<file path="src/rtl/slc3_ctrl_pkg.sv">
// Shared types for the SLC-3 v2 control unit: state encoding, control word,
// opcodes and datapath mux encodings.
package slc3_ctrl_pkg;

  typedef enum logic [5:0] {
    S0      = 6'd0,  S1  = 6'd1,  S2  = 6'd2,  S3  = 6'd3,  S4  = 6'd4,
    S5      = 6'd5,  S6  = 6'd6,  S7  = 6'd7,  S9  = 6'd9,  S12 = 6'd12,
    S14     = 6'd14, S16 = 6'd16, S18 = 6'd18, S20 = 6'd20, S21 = 6'd21,
    S22     = 6'd22, S23 = 6'd23, S25 = 6'd25, S27 = 6'd27, S32 = 6'd32,
    S33     = 6'd33, S35 = 6'd35, HALTED = 6'd40, PAUSE_1 = 6'd41,
    PAUSE_2 = 6'd42, ILLEGAL = 6'd43
  } state_e;

  typedef struct packed {
    logic       ld_mar;
    logic       ld_mdr;
    logic       ld_ir;
    logic       ld_ben;
    logic       ld_reg;
    logic       ld_cc;
    logic       ld_pc;
    logic       ld_led;
    logic       gate_pc;
    logic       gate_mdr;
    logic       gate_alu;
    logic       gate_marmux;
    logic [1:0] pcmux;
    logic       dr_sel;    // 1: destination is R7
    logic       sr1mux;    // 0: IR[11:9], 1: IR[8:6]
    logic       sr2mux;    // follows IR[5] (immediate vs register)
    logic       addr1mux;  // 0: PC, 1: BaseR
    logic [1:0] addr2mux;
    logic [1:0] aluk;
    logic       mem_ena;
    logic       mem_wr;
  } ctrl_t;

  localparam ctrl_t CTRL_IDLE = '0;

  localparam logic [3:0] OP_BR  = 4'b0000;
  localparam logic [3:0] OP_ADD = 4'b0001;
  localparam logic [3:0] OP_LD  = 4'b0010;
  localparam logic [3:0] OP_ST  = 4'b0011;
  localparam logic [3:0] OP_JSR = 4'b0100;
  localparam logic [3:0] OP_AND = 4'b0101;
  localparam logic [3:0] OP_LDR = 4'b0110;
  localparam logic [3:0] OP_STR = 4'b0111;
  localparam logic [3:0] OP_NOT = 4'b1001;
  localparam logic [3:0] OP_JMP = 4'b1100;
  localparam logic [3:0] OP_PSE = 4'b1101;
  localparam logic [3:0] OP_LEA = 4'b1110;

  localparam logic [1:0] PCMUX_PC1   = 2'b00;
  localparam logic [1:0] PCMUX_BUS   = 2'b01;
  localparam logic [1:0] PCMUX_ADDER = 2'b10;
  localparam logic [1:0] A2_ZERO     = 2'b00;
  localparam logic [1:0] A2_OFF6     = 2'b01;
  localparam logic [1:0] A2_OFF9     = 2'b10;
  localparam logic [1:0] A2_OFF11    = 2'b11;
  localparam logic [1:0] ALU_ADD     = 2'b00;
  localparam logic [1:0] ALU_AND     = 2'b01;
  localparam logic [1:0] ALU_NOT     = 2'b10;
  localparam logic [1:0] ALU_PASSA   = 2'b11;

  function automatic logic is_mem_state(input state_e s);
    return (s == S33) || (s == S25) || (s == S16);
  endfunction

endpackage

</file>
<file path="src/rtl/slc3_ctrl_v2_mem_wait.sv">
// Memory access stretcher: counts down MEM_WAIT-1 cycles after load, then
// waits for the device ready handshake.
module slc3_ctrl_v2_mem_wait #(
  parameter int unsigned MEM_WAIT = 3
) (
  input  logic clk,
  input  logic reset,
  input  logic load_i,
  input  logic rdy_i,
  output logic done_o
);
  localparam int unsigned CW = (MEM_WAIT > 1) ? $clog2(MEM_WAIT) : 1;
  localparam logic [CW-1:0] LOAD_VAL = CW'(MEM_WAIT - 1);

  logic [CW-1:0] cnt_q, cnt_d;

  always_ff @(posedge clk) begin
    if (reset) cnt_q <= '0;
    else       cnt_q <= cnt_d;
  end

  always_comb begin
    cnt_d = cnt_q;
    if (load_i)              cnt_d = LOAD_VAL;
    else if (cnt_q != '0)    cnt_d = cnt_q - CW'(1);
    else                     cnt_d = cnt_q;
  end

  assign done_o = (cnt_q == '0) && rdy_i;
endmodule

</file>
<file path="src/rtl/slc3_ctrl_v2.sv">
// SLC-3 v2 control FSM: fetch/decode/execute sequencing with stretchable
// memory accesses, optional extended ISA, pause and illegal-opcode trap.
module slc3_ctrl_v2
  import slc3_ctrl_pkg::*;
#(
  parameter int unsigned MEM_WAIT = 3,
  parameter bit          EXT_ISA  = 1'b1,
  parameter bit          PAUSE_EN = 1'b1
) (
  input  logic        clk,
  input  logic        reset,
  input  logic [15:0] ir,
  input  logic        ben,
  input  logic        run_i,
  input  logic        continue_i,
  input  logic        mem_rdy,
  output ctrl_t       ctrl,
  output logic        halted_o,
  output logic        illegal_o,
  output logic [5:0]  state_o
);
  state_e state_q, state_d;
  logic   illegal_q, illegal_d;
  logic   mem_load_s, mem_done_s;
  logic   unused_ir_s;

  assign unused_ir_s = ^{ir[10:6], ir[4:0]};

  slc3_ctrl_v2_mem_wait #(.MEM_WAIT(MEM_WAIT)) u_mem_wait (
    .clk    (clk),
    .reset  (reset),
    .load_i (mem_load_s),
    .rdy_i  (mem_rdy),
    .done_o (mem_done_s)
  );

  always_ff @(posedge clk) begin
    if (reset) begin
      state_q   <= HALTED;
      illegal_q <= 1'b0;
    end else begin
      state_q   <= state_d;
      illegal_q <= illegal_d;
    end
  end

  always_comb begin
    state_d = state_q;
    case (state_q)
      HALTED:   state_d = run_i ? S18 : HALTED;
      S18:      state_d = S33;
      S33:      state_d = mem_done_s ? S35 : S33;
      S35:      state_d = S32;
      S32: begin
        case (ir[15:12])
          OP_ADD: state_d = S1;
          OP_AND: state_d = S5;
          OP_NOT: state_d = S9;
          OP_LDR: state_d = S6;
          OP_STR: state_d = S7;
          OP_JMP: state_d = S12;
          OP_BR:  state_d = S0;
          // JSRR (IR[11]=0) only exists with the extended ISA
          OP_JSR: state_d = (ir[11] || EXT_ISA) ? S4 : ILLEGAL;
          OP_LD:  state_d = EXT_ISA ? S2 : ILLEGAL;
          OP_ST:  state_d = EXT_ISA ? S3 : ILLEGAL;
          OP_LEA: state_d = EXT_ISA ? S14 : ILLEGAL;
          OP_PSE: state_d = PAUSE_EN ? PAUSE_1 : ILLEGAL;
          default: state_d = ILLEGAL;
        endcase
      end
      S6, S2:   state_d = S25;
      S25:      state_d = mem_done_s ? S27 : S25;
      S7, S3:   state_d = S23;
      S23:      state_d = S16;
      S16:      state_d = mem_done_s ? S18 : S16;
      S4:       state_d = ir[11] ? S21 : S20;
      S0:       state_d = ben ? S22 : S18;
      PAUSE_1:  state_d = continue_i ? PAUSE_2 : PAUSE_1;
      PAUSE_2:  state_d = continue_i ? PAUSE_2 : S18;
      ILLEGAL:  state_d = HALTED;
      S1, S5, S9, S14, S27, S21, S20, S12, S22: state_d = S18;
      default:  state_d = HALTED;
    endcase
  end

  // Counter reloads only on entry into a memory state, never while holding.
  assign mem_load_s = is_mem_state(state_d) && (state_d != state_q);

  always_comb begin
    illegal_d = illegal_q;
    if (state_d == ILLEGAL)               illegal_d = 1'b1;
    else if (state_q == HALTED && run_i)  illegal_d = 1'b0;
    else                                  illegal_d = illegal_q;
  end

  always_comb begin
    ctrl = CTRL_IDLE;
    case (state_q)
      S18: begin
        ctrl.gate_pc = 1'b1; ctrl.ld_mar = 1'b1; ctrl.ld_pc = 1'b1; ctrl.pcmux = PCMUX_PC1;
      end
      S33, S25: begin ctrl.mem_ena = 1'b1; ctrl.ld_mdr = 1'b1; end
      S35:      begin ctrl.gate_mdr = 1'b1; ctrl.ld_ir = 1'b1; end
      S32:      ctrl.ld_ben = 1'b1;
      S1, S5, S9: begin
        ctrl.ld_reg = 1'b1; ctrl.ld_cc = 1'b1; ctrl.gate_alu = 1'b1;
        ctrl.sr1mux = 1'b1; ctrl.sr2mux = ir[5];
        ctrl.aluk = (state_q == S1) ? ALU_ADD : ((state_q == S5) ? ALU_AND : ALU_NOT);
      end
      S6, S7: begin
        ctrl.ld_mar = 1'b1; ctrl.gate_marmux = 1'b1;
        ctrl.addr1mux = 1'b1; ctrl.sr1mux = 1'b1; ctrl.addr2mux = A2_OFF6;
      end
      S2, S3:   begin ctrl.ld_mar = 1'b1; ctrl.gate_marmux = 1'b1; ctrl.addr2mux = A2_OFF9; end
      S27:      begin ctrl.gate_mdr = 1'b1; ctrl.ld_reg = 1'b1; ctrl.ld_cc = 1'b1; end
      S23:      begin ctrl.ld_mdr = 1'b1; ctrl.gate_alu = 1'b1; ctrl.aluk = ALU_PASSA; end
      S16:      begin ctrl.mem_ena = 1'b1; ctrl.mem_wr = 1'b1; end
      S14: begin
        ctrl.ld_reg = 1'b1; ctrl.ld_cc = 1'b1; ctrl.gate_marmux = 1'b1; ctrl.addr2mux = A2_OFF9;
      end
      S4:       begin ctrl.ld_reg = 1'b1; ctrl.dr_sel = 1'b1; ctrl.gate_pc = 1'b1; end
      S21:      begin ctrl.ld_pc = 1'b1; ctrl.pcmux = PCMUX_ADDER; ctrl.addr2mux = A2_OFF11; end
      // BaseR + 0 through the address adder
      S20, S12: begin
        ctrl.ld_pc = 1'b1; ctrl.pcmux = PCMUX_ADDER; ctrl.addr1mux = 1'b1;
        ctrl.sr1mux = 1'b1; ctrl.addr2mux = A2_ZERO;
      end
      S22:      begin ctrl.ld_pc = 1'b1; ctrl.pcmux = PCMUX_ADDER; ctrl.addr2mux = A2_OFF9; end
      PAUSE_1, PAUSE_2: ctrl.ld_led = 1'b1;
      default:  ctrl = CTRL_IDLE;
    endcase
  end

  assign halted_o  = (state_q == HALTED);
  assign illegal_o = illegal_q;
  assign state_o   = state_q;
endmodule

</file>
<file path="config.mk">
export PLATFORM = sky130hd
export DESIGN_NAME = slc3_ctrl_v2
export DESIGN_NICKNAME = d
export VERILOG_FILES = /design/src/rtl/slc3_ctrl_pkg.sv /design/src/rtl/slc3_ctrl_v2_mem_wait.sv /design/src/rtl/slc3_ctrl_v2.sv
export SDC_FILE = /design/constraint.sdc
export NUM_CORES = 1
export LEC_CHECK = 0
export ABC_AREA = 1
export CORE_MARGIN = 4
export CORE_UTILIZATION = 44
export DETAILED_ROUTE_END_ITERATION = 8
export PLACE_DENSITY_LB_ADDON = 0.3
export SYNTH_ARGS = -nofsm -noshare
export SYNTH_HDL_FRONTEND = slang
export SYNTH_SLANG_ARGS = --single-unit
</file>
<file path="constraint.sdc">
create_clock -name clk -period 5.2 [get_ports clk]
set_input_delay 1.04 -clock clk [delete_from_list [all_inputs] [get_ports clk]]
set_output_delay 1.04 -clock clk [all_outputs]
set_load 0.05 [all_outputs]
</file>
=== Word-level counts from Yosys, hierarchy flattened ===
Memory sizes are Yosys's and may differ from the RTL's.
Cells that the tools add are included.

* $add $sub $neg: 1
* Eq/ne operators: 29
* Muxes and demuxes: 36
* Reduce and logical (&&, ||, !) cells: 31

{| class="wikitable"
|+ Operators with widths
! cell !! count
|-
| $pmux W6 S15 || 1
|-
| $eq A6 B5 Y1 const B || 10
|-
| $eq A6 B6 Y1 const B || 8
|-
| $eq A6 B3 Y1 const B || 4
|-
| $mux W1 || 21
|-
| $reduce_or A5 Y1 || 4
|-
| $eq A6 B4 Y1 const B || 3
|-
| $mux W2 || 9
|-
| $reduce_or A4 Y1 || 4
|-
| $reduce_or A2 Y1 || 7
|-
| $eq A6 B2 Y1 const B || 2
|-
| $mux W6 || 2
|-
| $reduce_or A3 Y1 || 3
|-
| $reduce_or A9 Y1 || 1
|-
| $reduce_or A7 Y1 || 1
|-
| $eq A6 B1 Y1 const B || 1
|-
| $logic_not A6 Y1 || 1
|-
| $ne A6 B6 Y1 || 1
|-
| $pmux W2 S3 || 1
|-
| $reduce_bool A2 Y1 || 3
|-
| $reduce_or A6 Y1 || 1
|-
| $pmux W2 S2 || 1
|-
| $logic_and A1 B1 Y1 || 3
|-
| $mux W3 || 1
|-
| 3 further kinds || 4
|}

* Bits in registers: 9
* Word-level logic and storage cells: 102
* Output and inout port bits: 32
* Bits in read-only memories: 80
* Memories: 1
* Bits of input ports: 22

{| class="wikitable"
|+ Memory list
! name !! words !! bits a word !! read ports !! clocked after memory_dff !! write ports !! line !! source
|-
| (name not given) || 16 || 5 || 1 || 0 || 0 || slc3_ctrl_v2.sv:55 || <nowiki>case (ir[15:12])</nowiki>
|}

=== Logic depth before layout (Yosys ltp) ===
Gate-level depths: netlist of the first run.

* Depth after elaboration: 9
* Gate-level depth with buffers: 16
* Mapped depth without buffers: 15

=== Modules after synthesis ===
A second synthesis of the first run with hierarchy kept.

* Cells, all modules: 212
* Area total of the unflattened synthesis: 1171.1 um^2

{| class="wikitable"
|+ Modules (own cells, without submodules)
! module !! cells each !! sequential area each (um^2) !! instances !! area an instance (um^2)
|-
| slc3_ctrl_v2 || 199 || 140.1 || 1 || 1088.5
|-
| slc3_ctrl_v2_mem_wait || 13 || 40.0 || 1 || 82.6
|}

=== Worst setup path before layout of the first run ===
OpenSTA, ideal clock, no wires.

* Path kind: register to output
* Start: reg state_q[3] (netlist: state_o[3])
* End: out ctrl[3] in the netlist's numbering
* Required time: 4.160 ns
* Arrival: 2.400 ns
* Buffers on the path: 1
* Path slack: 1.760 ns
* Cell stages (with the launch flop): 6
* Cells stage by stage: dfxtp_1 buf_4 inv_2 nor2_1 nand2_1 o31ai_1

{| class="wikitable"
|+ RTL lines
! what !! line !! source
|-
| start: declaration || slc3_ctrl_v2.sv:22 || <nowiki>state_e state_q, state_d;</nowiki>
|-
| start signal: assignment || slc3_ctrl_v2.sv:42 || <nowiki>state_q <= state_d;</nowiki>
|-
| end: declaration || slc3_ctrl_v2.sv:17 || <nowiki>output ctrl_t ctrl,</nowiki>
|}

==> flow_summary.toml, run 1 <==
[status]
run_status = "completed"

[setup_path]
worstRegToRegCells = 14
timing_worst_setup_path_type = "flop to output pin"
critPathLaunch = "state_o[3]"
cp_data_required_time_ns = 4.16
cp-start-kind = "flop"
cpLargestDelayFamily = "buffers and inverters"
cp.arrival_ns = 2.42
r2r_setup_slack_ns = 3.04
timing.rr.end = "u_mem_wait.cnt_q[1]"
critical-path-max-stage-delay_ns = 0.86
end_kind = "output pin"
critical_path_stages = 5
crit_fanout = 8
critical_path.endpoint = "ctrl[3]"
worstReg2RegStart = "state_o[5]"
crit_buf_inv = 2
worst_path_max_delay_cell = "clkdlybuf4s50_1"
timing.critical_path.cells = "inv_2, nor2_1, nand2_1, o31ai_1, clkdlybuf4s50_1"

[sta]
setup_viol_count_final = 0
max-slew-margin-rel_pct = 66.1
hold_viol_final = 0
grt_setup_unrepaired = "no"
timing.clock.skew_ns = 0.00104
timing.fmax_mhz = 289
final.period_utilization_pct = 66.6
report.final.slew_viol_count = 0
max_slew.worst_pin.slew_ns = 0.506
fin_setup_tns_ns = 0
period_minus_slack_ns = 3.46

[flow_run]
count_of_maximum_capacitance_violations = 0

[floorplan]
design.portCount = 54
row_count = 18
dieArea_um2 = 3500
core_area_um2 = 2480
die_y_um = 59.1
initial_utilization_pct = 46.4
dieWidth_um = 59.1

[yosys]
ys_warn_count = 0
synthDistinctLibCells = 28
synth_top_cells_by_count = "54 x nand2_1, 32 x nand3_1, 27 x inv_1"
synth-edff-count = 0
post_synth.cell_area_avg_um2 = 5.66
netlist.top_cell.by_area = "nand2_1"
synthesis.area_um2 = 1150
postSynthRegisterBits = 9
yosys_most_used_dff = "dfxtp_1"
seq_area_frac_synth_pct = 15.7
netlist_instances = 203
synth_top_cells_by_area = "nand2_1 18%, dfxtp_1 16%, nand3_1 14%, inv_1 8.8%, nor2_1 6.2%"
post-synth-top-count-cell = "nand2_1"
area_fraction_of_the_dominant_cell_type_after_synthesis_pct = 17.6
syn-num-nets = 225
async_flop_share_pct = 0

[cts]
clock_transition_at_the_registers_of_the_reported_paths_ns = 0.06
cts_repair_resize_count = 0
clock_sinks = 9
numCtsBuffers = 3
clock_path_buffers = 2
tritoncts = "yes"
cts.htree.levels = 1
worstSkewPairLatency_ns = 0.25
hold_buffers = 0
cts_setup_buffers = 0
cts-root-buf = "clkbuf_4"

[placement]
instance_area_at_placement_um2 = 1570
io_buffers = 42
detailed_placer_s_ending_hpwl_um = 2900
place.gp.congestion = 0.922

[worst_hold_path]
hp-class = "flop to flop"
holdPathStages = 2

[route]
drcViolationCount = 0
drt.antenna.violating_nets = 0
detail_route.first_pass.iterations = 4
route.vias.total = 1430
wire_per_inst_um = 12.5
post_route_wl_um = 3440
route.detailed.vias_per_inst = 5.20
drt_first_iter_violations = 60

[global_routing]
grt_first_pass_wirelength_um = 5780
grt_pass1_vias = 1323
grt_antenna_before_repair = 0
globalRoute.totalOverflow = 0
maximum_number_of_pins_on_one_net_before_global_route_repair = 12
grt_usage_pct = 20.8

[pwr]
internal_power_mw = 0.313
peakVddDrop_v = 0.000529
clkPwrFrac_pct = 6.5
total_leakage_power_nw = 0.843
pwr-share-comb_pct = 77.0
power.density_cell_area_nw_per_um2 = 508
net-switching-power_mw = 0.500
switching_share_pct = 61.5
seqPwrFrac_pct = 16.5

[finish]
antennaDiodeCount = 0
layout.filler_cells = 246
syn2layout_area_growth_pct = 39.2
post-route-cell-area_um2 = 1600
finalCoreUtilization_pct = 64.6
final_layout_size_suffix_gt1_share_pct = 13.5
layout.nets = 268
-- stage by stage --
stage	hold WS, ns	power (mW)	setup WS (ns)	cells
finish	0.479	0.813	1.74	275
global route	0.494	0.887	1.63	275
CTS	0.484	0.814	1.74	275
detailed placement	0.471	0.757	1.73	271
global placement	0.450	0.754	1.75	271
floorplan	0.433	0.611	1.76	203
-- worst min-delay path by stage --
stage / startpoint / slack (ns) / endpoint
after floorplan: u_mem_wait.cnt_q[1] / 0.43 / u_mem_wait.cnt_q[0]
after global placement: u_mem_wait.cnt_q[1] / 0.45 / u_mem_wait.cnt_q[0]
after detailed placement: u_mem_wait.cnt_q[1] / 0.47 / u_mem_wait.cnt_q[0]
after CTS: u_mem_wait.cnt_q[1] / 0.48 / u_mem_wait.cnt_q[0]
after global routing: u_mem_wait.cnt_q[1] / 0.49 / u_mem_wait.cnt_q[0]
final: u_mem_wait.cnt_q[1] / 0.48 / u_mem_wait.cnt_q[0]
-- worst reg2reg max path, cell delays in order, from the launching register on --
cell and delay [ns]:
dfxtp_1 0.40, nor2_2 0.43, nand3_2 0.21, inv_1 0.11, nand2_1 0.05, o21ai_1 0.09, nor2_1 0.08, nand2_1 0.15
nand2_1 0.07, nand2_1 0.07, nand3_1 0.08, nor2_1 0.11, nand2_1 0.07, nand2_1 0.08, a21oi_2 0.05
-- layout by cell type, fill, tap and decap left out, types with 2 or more instances in the layout --
cell type,n
nand4_1,5
o211ai_1,2
o31ai_1,2
inv_2,5
nor2_1,19
nor3_1,3
o21ai_0,6
a21oi_1,4
nand2_2,3
nor2_4,5
clkbuf_4,3
clkdlybuf4s50_1,42
nor2_2,10
nand3_1,32
nand3_2,3
nand2_1,54
inv_1,27
dfxtp_1,9
-- power groups by stage --
stage                     Sequential, mW  Combinational, mW  Clock, mW
after global routing               0.138              0.691     0.0583
after detailed placement           0.135              0.622          0
after CTS                          0.134              0.625     0.0557
final                              0.134              0.626     0.0530
after floorplan                    0.166              0.445          0
after global placement             0.135              0.619          0
-- flip-flops by register name (all words and copies together), names as in the netlist --
signal	flops
state_o	6
u_mem_wait.cnt_q	2
illegal_o	1
-- area by class of cell --
cell class                      instances  area, µm²  area share (%)
Inverter                               33        124            7.74
Clock buffer                            4       26.3            1.64
Tap cell                               30       37.5            2.35
Timing Repair Buffer                   42        420            26.3
Sequential cell                         9        180            11.3
Multi-Input combinational cell        157        812            50.7
-- kinds of logic after synthesis --
family | count (synthesis) | synth area share, %
flops | 9 | 15.7
compound gates | 17 | 8.92
other cells | 1 | 0.326
xor+xnor | 1 | 0.762
simple gates | 138 | 60.6
buf+inv | 37 | 13.7
-- metal layers --
metal | wire length [µm] | global-route usage (%) | vias up | share of wire [%]
li1 | - | - | 738 | -
met1 | 1550 | 27.4 | 641 | 45
met2 | 1650 | 34.4 | 49 | 48
met3 | 216 | 2.40 | 2 | 6.3
met4 | 18 | 8.09 | 0 | 0.52
met5 | 0 | 0 | - | 0
Power figures use the tool's default switching activity.
==> run 2: changes to the inputs <==
Settings changed: CORE_UTILIZATION 44 to 41.
Clock period 5.2 ns to 3.2 ns, I/O delays scaled along.
==> flow_summary.toml, run 2 (synthesis results as in run 1) <==
[floorplan]
dieWidth_um = 61.0
core_area_um2 = 2570
row_count = 18
initial_utilization_pct = 44.8
dieArea_um2 = 3720
design.portCount = 54
die_y_um = 61.0

[pwr]
internal_power_mw = 0.522
switching_share_pct = 61.0
pwr-share-comb_pct = 78.5
total_leakage_power_nw = 0.853
power.total_mw = 1.34
peakVddDrop_v = 0.000579
power.density_cell_area_nw_per_um2 = 829
net-switching-power_mw = 0.817
seqPwrFrac_pct = 15.2
clkPwrFrac_pct = 6.3

[cts]
cts-root-buf = "clkbuf_4"
cts_repair_resize_count = 0
clock_transition_at_the_registers_of_the_reported_paths_ns = 0.06
cts.htree.levels = 1
clock_path_buffers = 2
cts_setup_buffers = 0
worstSkewPairLatency_ns = 0.26
numCtsBuffers = 3
tritoncts = "yes"
clock_sinks = 9
hold_buffers = 0

[placement]
worst_case_setup_slack_after_placement_ns = 0.488
io_buffers = 42
place.gp.congestion = 0.932
detailed_placer_s_ending_hpwl_um = 2860

[route]
detail_route.first_pass.iterations = 4
drt_first_iter_violations = 75
route.vias.total = 1429
post_route_wl_um = 3400
route.detailed.vias_per_inst = 5.16
wire_per_inst_um = 12.3
drcViolationCount = 0
drt.antenna.violating_nets = 0

[setup_path]
cp_data_required_time_ns = 2.56
worst_path_max_delay_cell = "clkdlybuf4s50_1"
end_kind = "output pin"
crit_fanout = 8
critical-path-max-stage-delay_ns = 0.85
cp.arrival_ns = 2.39
crit_buf_inv = 2
timing.critical_path.cells = "inv_2, nor2_1, nand2_1, o31ai_1, clkdlybuf4s50_1"
cp-start-kind = "flop"
cpLargestDelayFamily = "buffers and inverters"
timing_worst_setup_path_type = "flop to output pin"

[sta]
max_slew.worst_pin.slew_ns = 0.504
fin_ws_ns = 0.171
timing.fmax_mhz = 330
max-slew-margin-rel_pct = 66.3
period_minus_slack_ns = 3.03
fin_setup_tns_ns = 0
hold_viol_final = 0
grt_setup_unrepaired = "no"
setup_viol_count_final = 0
final.period_utilization_pct = 94.6
report.final.slew_viol_count = 0
timing.clock.skew_ns = 0.00150

[status]
run_status = "completed"

[finish]
final_common_cell = "nand2_1"
largest_register_ffs = 6
syn2layout_area_growth_pct = 40.5
final_layout_size_suffix_gt1_share_pct = 14.2
layout.nets = 270
layout.filler_cells = 261
final_cell_mix = "54 x nand2_1, 42 x clkdlybuf4s50_1, 32 x nand3_1, 27 x inv_1, 19 x nor2_1"
antennaDiodeCount = 0

[global_routing]
grt_pass1_vias = 1276
maximum_number_of_pins_on_one_net_before_global_route_repair = 11
grt_antenna_before_repair = 0
globalRoute.totalOverflow = 0
grt_usage_pct = 19.8
grt_first_pass_wirelength_um = 5510

[flow_run]
count_of_maximum_capacitance_violations = 0

[worst_hold_path]
hp-class = "flop to flop"
[run 2: power groups by stage]
stage | Sequential (mW) | Clock (mW) | Combinational (mW)
2_1_floorplan | 0.270 | 0 | 0.723
3_3_place_gp | 0.206 | 0 | 1.04
3_5_place_dp | 0.206 | 0 | 1.04
4_1_cts | 0.204 | 0.0886 | 1.05
5_1_grt | 0.210 | 0.0947 | 1.16
6_report | 0.204 | 0.0846 | 1.05
[run 2: metrics by stage]
step	utilization (%)	hold slack, ns	cell area (µm²)	instances
global placement	61.9	0.458	1590	273
global route	62.9	0.484	1620	277
finish	62.9	0.472	1620	277
CTS	62.9	0.470	1620	277
detailed placement	61.9	0.456	1590	273
floorplan	-	0.433	1150	203
[run 2: final timing paths]
kind	from	endpoint	slack, ns	depth (start not counted)
hold / removal	u_mem_wait.cnt_q[1]	u_mem_wait.cnt_q[0]	0.47	2
hold reg to reg	u_mem_wait.cnt_q[1]	u_mem_wait.cnt_q[0]	0.47	2
setup / recovery	state_o[3]	ctrl[3]	0.17	5
setup reg to reg	state_o[1]	u_mem_wait.cnt_q[1]	1.02	15
[run 2: layer usage]
layer	track usage, %	part of all wire (%)	up-vias
li1	-	-	740
met1	24.7	43	623
met2	32.5	46	64
met3	8.09	11	2
met4	3.41	0.35	0
met5	0	0	-
[run 2: cell type report]
class / instances / area [µm²] / share of cell area (%)
timing repair buffer: 44 / 435 / 27.0
inverter: 33 / 124 / 7.67
multi-input combinational: 157 / 812 / 50.3
clock buffer: 4 / 26.3 / 1.63
tap: 30 / 37.5 / 2.32
sequential: 9 / 180 / 11.2
[run 2: tightest hold or removal path, stage by stage, from the launching register on]
cell and delay [ns]:
dfxtp_1 0.32, nand2_1 0.07, a21oi_1 0.04
